===== config.mk =====
export PLATFORM = sky130hd
export DESIGN_NAME = gpio_pad_ctrl_flat
export DESIGN_NICKNAME = d
export VERILOG_FILES = /design/src/rtl/gpio_pad_ctrl_if.sv /design/src/rtl/gpio_pad_ctrl.sv /design/src/flat_wrapper.sv
export SDC_FILE = /design/constraint.sdc
export NUM_CORES = 1
export LEC_CHECK = 0
export CORE_MARGIN = 4
export CORE_UTILIZATION = 38
export DETAILED_ROUTE_END_ITERATION = 10
export GPL_TIMING_DRIVEN = 1
export PLACE_DENSITY = 0.77
export SYNTH_ARGS = -nofsm -noshare
export SYNTH_HDL_FRONTEND = slang
export SYNTH_SLANG_ARGS = --single-unit
export TNS_END_PERCENT = 5

===== constraint.sdc =====
create_clock -name clock -period 8.45 [get_ports clock]
set_input_delay 2.535 -clock clock [delete_from_list [all_inputs] [get_ports clock]]
set_output_delay 2.535 -clock clock [all_outputs]
set_load 0.1 [all_outputs]

===== src/rtl/gpio_pad_ctrl_if.sv =====
// Core-side bundle of the GPIO pad controller: output drive, filtered input readback
// and per-pin edge-interrupt control/status.
interface gpio_pad_ctrl_if #(
    parameter int NPINS = 32
);
    logic [NPINS-1:0] io_oe;
    logic [NPINS-1:0] io_oval;
    logic [NPINS-1:0] io_ival;
    logic [NPINS-1:0] rise_ie;
    logic [NPINS-1:0] fall_ie;
    logic [NPINS-1:0] pend_clr;
    logic [NPINS-1:0] pend;
    logic             irq;

    modport master (
        output io_oe, io_oval, rise_ie, fall_ie, pend_clr,
        input  io_ival, pend, irq
    );

    modport slave (
        input  io_oe, io_oval, rise_ie, fall_ie, pend_clr,
        output io_ival, pend, irq
    );
endinterface


===== src/rtl/gpio_pad_ctrl.sv =====
// GPIO pad controller: registered output/enable path, per-pin synchroniser and
// debounce filter, and sticky edge-interrupt pending bits with a combined irq.
module gpio_pad_ctrl #(
    parameter int NPINS        = 32,
    parameter int SYNC_STAGES  = 2,
    parameter int DEBOUNCE_CNT = 0
) (
    input  logic             clock,
    input  logic             reset,
    gpio_pad_ctrl_if.slave   core,
    input  logic [NPINS-1:0] pad_i,
    output logic [NPINS-1:0] pad_o,
    output logic [NPINS-1:0] pad_oe
);
    localparam int CW = (DEBOUNCE_CNT > 0) ? $clog2(DEBOUNCE_CNT + 1) : 1;
    localparam logic [CW-1:0] DB_MAX = CW'(DEBOUNCE_CNT);

    logic [NPINS-1:0] stable_vec;
    logic [NPINS-1:0] pend_vec;

    always_ff @(posedge clock or posedge reset) begin
        if (reset) begin
            pad_o  <= '0;
            pad_oe <= '0;
        end else begin
            pad_o  <= core.io_oval;
            pad_oe <= core.io_oe;
        end
    end

    genvar gi;
    generate
        for (gi = 0; gi < NPINS; gi++) begin : g_pin
            logic [SYNC_STAGES-1:0] sync_chain_reg;
            logic [CW-1:0]          cnt_reg;
            logic                   stable_reg;
            logic                   pend_reg;
            logic                   sync_bit;
            logic                   differ;
            logic                   accept;
            logic                   set_evt;

            assign sync_bit = sync_chain_reg[SYNC_STAGES-1];
            assign differ   = sync_bit ^ stable_reg;
            // The change is accepted on the edge after it has already been seen
            // DEBOUNCE_CNT times, so a pulse must last DEBOUNCE_CNT+1 cycles.
            assign accept   = differ && (cnt_reg == DB_MAX);
            assign set_evt  = accept && (sync_bit ? core.rise_ie[gi] : core.fall_ie[gi]);

            always_ff @(posedge clock or posedge reset) begin
                if (reset) begin
                    sync_chain_reg <= '0;
                    cnt_reg        <= '0;
                    stable_reg     <= 1'b0;
                    pend_reg       <= 1'b0;
                end else begin
                    sync_chain_reg <= {sync_chain_reg[SYNC_STAGES-2:0], pad_i[gi]};
                    if (!differ || accept) begin
                        cnt_reg <= '0;
                    end else begin
                        cnt_reg <= cnt_reg + CW'(1);
                    end
                    if (accept) begin
                        stable_reg <= sync_bit;
                    end
                    // A new event outranks a simultaneous clear.
                    pend_reg <= set_evt | (pend_reg & ~core.pend_clr[gi]);
                end
            end

            assign stable_vec[gi] = stable_reg;
            assign pend_vec[gi]   = pend_reg;
        end
    endgenerate

    assign core.io_ival = stable_vec;
    assign core.pend    = pend_vec;
    assign core.irq     = |pend_vec;
endmodule


===== src/flat_wrapper.sv =====
// flat-port wrapper written by rule: the top's interface ports become plain ports
module gpio_pad_ctrl_flat 
#(
    parameter int NPINS        = 32,
    parameter int SYNC_STAGES  = 2,
    parameter int DEBOUNCE_CNT = 0
)
  (clock, reset, pad_i, pad_o, pad_oe, core_io_oe, core_io_oval, core_rise_ie, core_fall_ie, core_pend_clr, core_io_ival, core_pend, core_irq);
  gpio_pad_ctrl_if #(.NPINS(NPINS)) core_i ();
  input  logic clock;
  input  logic reset;
  input  logic [NPINS-1:0] pad_i;
  output logic [NPINS-1:0] pad_o;
  output logic [NPINS-1:0] pad_oe;
  input wire logic [$bits(core_i.io_oe)-1:0] core_io_oe;
  input wire logic [$bits(core_i.io_oval)-1:0] core_io_oval;
  input wire logic [$bits(core_i.rise_ie)-1:0] core_rise_ie;
  input wire logic [$bits(core_i.fall_ie)-1:0] core_fall_ie;
  input wire logic [$bits(core_i.pend_clr)-1:0] core_pend_clr;
  output wire logic [$bits(core_i.io_ival)-1:0] core_io_ival;
  output wire logic [$bits(core_i.pend)-1:0] core_pend;
  output wire logic [$bits(core_i.irq)-1:0] core_irq;
  assign core_i.io_oe = core_io_oe;
  assign core_i.io_oval = core_io_oval;
  assign core_i.rise_ie = core_rise_ie;
  assign core_i.fall_ie = core_fall_ie;
  assign core_i.pend_clr = core_pend_clr;
  assign core_io_ival = core_i.io_ival;
  assign core_pend = core_i.pend;
  assign core_irq = core_i.irq;
  gpio_pad_ctrl #(.NPINS(NPINS), .SYNC_STAGES(SYNC_STAGES), .DEBOUNCE_CNT(DEBOUNCE_CNT)) u_core (.clock(clock), .reset(reset), .core(core_i), .pad_i(pad_i), .pad_o(pad_o), .pad_oe(pad_oe));
endmodule

==> key figures, run 1 <==
Placed design
  • HPWL Detailed: approximately 14000 um
  • Input/output buffers: approximately 320
  • RD Place Congestion: roughly 0.76
  • Place WS: approximately 3.5 ns
  • Area after DPL: ~11000 um^2
  • Placed Cells: about 1000

Finish
  • Design Area, Final: between 10000 and 15000 um^2
  • Max reg flops: between 60 and 70
  • Final nets: between 1000 and 1500
  • Post-Layout Cell Count: 1088
  • Core Util, Final: 0.604
  • Diode count: 0
  • Synth-to-Final Area Change: 54.2%
  • Layout cell share with drive strength beyond 1: 0.0894

Die
  • Starting Density: 0.392
  • Io pins: about 320
  • Area of the die: between 20000 and 25000 um^2
  • Core area: around 19000 um^2
  • DIE WIDTH: between 100 and 150 um
  • # rows: 50
  • DIE HEIGHT: ~150 um

Yosys
  • Yosys warning count: 0
  • Most repeated cell in the gate-level netlist after synthesis: dfrtp_1
  • Ys flop type: dfrtp_1
  • Sequential share of the synthesized area: 0.752
  • Synth top area share: 0.752
  • Largest area contributor in the netlist: dfrtp_1
  • Yosys cell types: 13
  • Post-Synthesis Cells: 493
  • Synth async-reset ratio: 1.00
  • Synthesized area: about 7400 um^2
  • Syn Area/Cell: ~15 um^2
  • #FFs+latches synth: ~220
  • Area contributors post-synth: dfrtp_1, buf_4, mux2_2
  • Commonest cells post-synth: dfrtp_1, buf_4, inv_1
  • Post-synth EDFFs: 0

Critical path
  • Cell family with most CP delay: simple AND/OR/NAND/NOR gates
  • CP Buf/Inv Count: 1
  • Worst Path Class, Setup: reg -> out
  • Reg2reg start: u_core.g_pin[7].sync_chain_reg[1]$_DFF_PP0_
  • Reg2Reg Depth: 3
  • Crit path launch type: flip-flop
  • Crit Path Max Fanout: 3
  • Worst R2R Setup Slack: roughly 7.5 ns
  • CP cell instances: nor4_1 -> nand4_1 -> or2_1 -> clkdlybuf4s50_1
  • Arr. time, crit path: around 2.9 ns
  • CP Capture Type: primary output
  • CP max stage delay: 0.97 ns
  • Critical Path Start: u_core.g_pin[0].pend_reg$_DFF_PP0_
  • Worst R2R End: u_core.g_pin[7].pend_reg$_DFF_PP0_
  • Data required, critical path: a little under 6 ns
  • Max stage delay cell, worst path: clkdlybuf4s50_1

Routing
  • First-pass DRT Iterations: 3
  • Vias: between 4000 and 5000
  • Vias per cell: 4.35
  • Initial DRC count: 96
  • Routed Antenna Nets: 0
  • Final wirelength: roughly 18000 um
  • WL/cell: between 15 and 20 um
  • DRC viols: 0

STA
  • Min Hold Slack: roughly 0.34 ns
  • Hold Vio Cnt, Final: 0
  • Setup Viol. Count Final: 0
  • Fin crit share: 0.637
  • RSZ-0062 raised after global routing: no
  • Final setup TNS: 0 ns
  • Max Clock Skew: between 0.009 and 0.01 ns
  • Final setup margin: between 3 and 4 ns
  • Max Fclk: 186 MHz
  • Worst-Margin Slew: 1.07 ns
  • Fin crit period: ~5.4 ns
  • Final slew viol count: 0
  • Slew headroom: 0.286

Clock tree
  • Clock slew at reported path FFs: 0.06 ns
  • CTS Buf Count: 24
  • Clock Path Buffers: 3
  • Clk sinks: between 200 and 250
  • CTS tree: yes
  • Post-CTS Setup Bufs: 0
  • Hold buffers post-CTS: 0
  • Post-CTS sizing: 0
  • Later-pin clock latency in the skew report: approximately 0.50 ns
  • Root Buffer: clkbuf_16
  • # H-tree levels: 1

Status
  • Status: finished, final reports clean

Power and ir drop
  • VDD IR-drop max: between 0.15 and 0.2 mV
  • Total Power: ~2.9 mW
  • Power Density: between 200 and 300 nW/um^2
  • LEAKAGE: 4.86 nW

Global route
  • Largest net degree at the start of global routing: 155
  • All-Layer GR Usage: 0.160
  • Vias in the first global route: 5285
  • Total grt overflow: 0
  • First-pass GRT wire length: ~28000 um
  • Antenna violations before repair: 1

Worst hold path
  • Min-Delay Path Depth: 0
  • Hold EP: u_core.g_pin[6].sync_chain_reg[1]$_DFF_PP0_
  • Hold crit path type: reg -> reg
  • Min-delay src: u_core.g_pin[6].sync_chain_reg[0]$_DFF_PP0_

Run
  • Max cap viols: 0
==> worst max path at each step <==
stage,to,slack [ns],depth (start not counted)
floorplan,u_core.g_pin[0].cnt_reg$_DFF_PP0_,2.99,1
global placement,core_irq,3.52,4
detailed placement,core_irq,3.49,4
CTS,core_irq,2.95,4
global route,core_irq,2.85,4
finish,core_irq,3.07,4
==> area by class of cell <==
type,instances,area [um^2]
clock inverter,7,95.1
clock buffer,37,731
tap,260,325
timing repair buffer,324,3250
fill,1472,7530
multi-input combinational,203,1360
sequential,224,5610
inverter,33,128
==> placed cells by master (no fill, tap or decap), types with 2 or more instances in the layout <==
| cell type | instances |
|---|---|
| clkdlybuf4s50_1 | 322 |
| dfrtp_1 | 224 |
| clkinv_4 | 2 |
| clkinvlp_4 | 2 |
| nor4_1 | 7 |
| clkbuf_1 | 6 |
| clkinv_2 | 2 |
| nand3b_1 | 32 |
| bufinv_16 | 2 |
| nand2_1 | 32 |
| nand4_1 | 2 |
| o22ai_1 | 32 |
| clkbuf_16 | 25 |
| inv_1 | 32 |
| o21a_1 | 32 |
| conb_1 | 32 |
| clkbuf_8 | 6 |
| mux2_2 | 32 |
==> routing by layer <==
metal / vias up / routed length (um) / GRT usage / part of all wire
li1: 2203 / - / - / -
met1: 2267 / 6270 / 0.173 / 0.35
met2: 217 / 9020 / 0.282 / 0.50
met3: 41 / 1990 / 0.0727 / 0.11
met4: 2 / 572 / 0.0467 / 0.032
met5: - / 11 / 0 / 0.00062
==> where the power goes <==
part / switching [mW] / internal (mW)
registers: 0.0450 / 1.14
logic: 0.444 / 0.196
clock network: 0.403 / 0.657
total: 0.891 / 2.00
==> logic make-up (layout without fill, tap and decap cells) <==
kind of cell           count (synthesis)  after routing  share of synthesized area
muxes                                 32             32                     0.0484
and+or+nand+nor                       75             75                     0.0584
DFF                                  224            224                      0.752
buffers and inverters                 97            401                     0.0811
other                                  1             32                   0.000503
AOI/OAI and AO/OA                     64             64                     0.0591
No activity file was read; power rests on OpenSTA's default activity.
==> inputs of run 2 (changes only) <==
--- a/config.mk
+++ b/config.mk
@@ -6,10 +6,10 @@
 export NUM_CORES = 1
 export LEC_CHECK = 0
 export CORE_MARGIN = 4
-export CORE_UTILIZATION = 38
+export CORE_UTILIZATION = 42
 export DETAILED_ROUTE_END_ITERATION = 10
 export GPL_TIMING_DRIVEN = 1
-export PLACE_DENSITY = 0.77
+export PLACE_DENSITY = 0.81
 export SYNTH_ARGS = -nofsm -noshare
 export SYNTH_HDL_FRONTEND = slang
 export SYNTH_SLANG_ARGS = --single-unit
==> constraint.sdc (replaced) <==
create_clock -name clock -period 5.4 [get_ports clock]
set_input_delay 1.62 -clock clock [delete_from_list [all_inputs] [get_ports clock]]
set_output_delay 1.62 -clock clock [all_outputs]
set_load 0.1 [all_outputs]
==> key figures, run 2 (synthesized netlist as in run 1, its figures left out) <==
STA
  • Hold Vio Cnt, Final: 0 (unchanged)
  • RSZ-0062 raised after global routing: no
  • Max Fclk: around 230 MHz
  • Final slew viol count: 0 (unchanged)
  • Fin crit period: 4.40 ns
  • Max Clock Skew: 0.00613 ns (-0.00348 ns)
  • Final setup margin: 1.00 ns (-2.06 ns)
  • Final setup TNS: 0 ns (unchanged)
  • Worst-Margin Slew: 1.08 ns (+0.0143 ns)
  • Fin crit share: 0.814
  • Setup Viol. Count Final: 0 (unchanged)
  • Slew headroom: 0.276 (-0.00954)
  • Min Hold Slack: 0.346 ns (+0.00372 ns)

Critical path
  • Worst Path Class, Setup: reg -> out
  • Reg2Reg Depth: 3 (unchanged)
  • Crit path launch type: flip-flop
  • Reg2reg start: u_core.g_pin[24].sync_chain_reg[1]$_DFF_PP0_
  • CP Capture Type: primary output
  • Worst R2R Setup Slack: 4.47 ns (-3.05 ns)
  • Crit Path Max Fanout: 3 (unchanged)
  • Data required, critical path: 3.78 ns (-2.14 ns)
  • Arr. time, crit path: 2.78 ns (-0.07 ns)
  • Worst R2R End: u_core.g_pin[24].pend_reg$_DFF_PP0_

Global route
  • First-pass GRT wire length: 27600 um (-0.57%)
  • Antenna violations before repair: 0 (-1)
  • Largest net degree at the start of global routing: 103 (-34%)
  • Total grt overflow: 0 (unchanged)
  • Vias in the first global route: 5304 (+0.36%)
  • All-Layer GR Usage: 0.177 (+0.0173)

Finish
  • Most common cell after layout, fill and taps aside: clkdlybuf4s50_1
  • FF+latch area: 5610 um^2 (unchanged)
  • Most frequent cells in the layout: clkdlybuf4s50_1, dfrtp_1
  • Core Util, Final: 0.660 (+0.0555)
  • Layout cell share with drive strength beyond 1: 0.0909 (+0.00154)
  • Max reg flops: 64 (unchanged)
  • Multi-input logic area: 1360 um^2 (unchanged)
  • Layout fillers: 1230 (-16%)
  • Final nets: 1003 (-0.10%)
  • Synth-to-Final Area Change: 53.7%
  • Diode count: 0 (unchanged)

Clock tree
  • Clock Path Buffers: 3 (unchanged)
  • Later-pin clock latency in the skew report: 0.49 ns (about the same)
  • Clock slew at reported path FFs: 0.06 ns (about the same)
  • Hold buffers post-CTS: 0 (unchanged)
  • Root Buffer: clkbuf_16
  • Clk sinks: 224 (unchanged)
  • CTS Buf Count: 23 (-4.2%)
  • # H-tree levels: 1 (unchanged)
  • CTS tree: yes
  • Post-CTS sizing: 0 (unchanged)
  • Post-CTS Setup Bufs: 0 (unchanged)

Power and ir drop
  • Switch share: 0.306 (-0.00268)
  • Seq pwr share: 0.411 (about the same)
  • Clock power share: 0.367 (about the same)
  • Power Density: 395 nW/um^2 (+57%)
  • Sw power: 1.38 mW (+55%)
  • LEAKAGE: 4.86 nW (about the same)
  • Logic gate share of total power: 0.222 (about the same)
  • Pint: 3.14 mW (+57%)
  • VDD IR-drop max: 0.286 mV (+62%)

Routing
  • DRC viols: 0 (unchanged)
  • Final wirelength: 17800 um (-0.26%)
  • Initial DRC count: 143 (+49%)
  • Vias: 4722 (-0.17%)
  • WL/cell: 17.0 um (+3.3%)
  • Vias per cell: 4.50 (+3.4%)
  • First-pass DRT Iterations: 4 (+1)
  • Routed Antenna Nets: 0 (unchanged)

Worst hold path
  • Hold crit path type: reg -> reg
  • Hold EP: u_core.g_pin[21].sync_chain_reg[1]$_DFF_PP0_
  • Min-delay src: u_core.g_pin[21].sync_chain_reg[0]$_DFF_PP0_
  • Min-Delay Path Depth: 0 (unchanged)

Die
  • # rows: 48 (-4.0%)
  • Area of the die: 19900 um^2 (-9.0%)
  • Io pins: 323 (unchanged)
  • DIE WIDTH: 141 um (-4.6%)
  • Core area: 17400 um^2 (-8.7%)
  • DIE HEIGHT: 141 um (-4.6%)
  • Starting Density: 0.429 (+0.0375)

Run
  • Max cap viols: 0 (unchanged)

Placed design
  • RD Place Congestion: 0.808 (+5.8%)
  • HPWL Detailed: 13700 um (+0.88%)
  • Input/output buffers: 322 (unchanged)
  • Place WS: 1.43 ns (-2.06 ns)

Status
  • Status: finished, final reports clean
-- run 2: cell types whose count changed in the layout (fill, tap and decap cells not counted) --
cell and change:
clkinv_4 -1, clkinv_2 +2, bufinv_16 +2, clkbuf_16 -2, buf_4 -1, clkinvlp_4 +1, clkbuf_8 -1, clkbuf_1 -4
buf_12 +1
-- run 2: power by group through the flow --
| stage | logic [mW] | registers [mW] | clock network, mW |
|---|---|---|---|
| 6_report | 1.01 | 1.86 | 1.66 |
| 5_1_grt | 1.04 | 1.88 | 1.78 |
| 4_1_cts | 1.02 | 1.86 | 1.71 |
| 3_5_place_dp | 1.01 | 1.89 | 0 |
| 3_3_place_gp | 1.01 | 1.88 | 0 |
| 2_1_floorplan | 0.565 | 2.06 | 0 |
-- run 2: how the worst max path moves through the flow --
stage / start / end / slack, ns / cells after the start
3_5_place_dp: u_core.g_pin[13].pend_reg$_DFF_PP0_ / core_irq / 1.43 / 4
5_1_grt: u_core.g_pin[10].pend_reg$_DFF_PP0_ / core_irq / 0.89 / 4
2_1_floorplan: reset / u_core.g_pin[0].cnt_reg$_DFF_PP0_ / 0.86 / 1
4_1_cts: u_core.g_pin[13].pend_reg$_DFF_PP0_ / core_irq / 0.91 / 4
6_report: u_core.g_pin[0].pend_reg$_DFF_PP0_ / core_irq / 1.00 / 4
3_3_place_gp: u_core.g_pin[13].pend_reg$_DFF_PP0_ / core_irq / 1.42 / 4
-- run 2: critical path, stage by stage, from the launching register on --
cell	delay (ns)
dfrtp_1	0.38
nor4_1	0.44
nand4_1	0.23
or2_1	0.27
clkdlybuf4s50_1	0.97
-- run 2: routing by layer --
layer  vias up  track usage  wire [um]
li1       2206            -          -
met1      2249        0.187       5930
met2       229        0.323       9440
met3        38       0.0668       1910
met4         0       0.0602        545
met5         -            0          0
-- run 2: through the flow --
step | total power, mW | instance area [um^2] | std cells
6_report | 4.52 | 11400 | 1050
5_1_grt | 4.69 | 11400 | 1050
4_1_cts | 4.59 | 11400 | 1050
3_5_place_dp | 2.90 | 10600 | 1009
3_3_place_gp | 2.89 | 10600 | 1009
2_1_floorplan | 2.62 | 7570 | 524
-- run 2: area by class of cell --
type | count | area share
repair buffers | 324 | 0.285
clock buffers | 30 | 0.0569
multi-input cells | 203 | 0.118
clock inverters | 11 | 0.0143
flip-flops and latches | 224 | 0.490
well taps | 225 | 0.0246
inverters | 33 | 0.0111
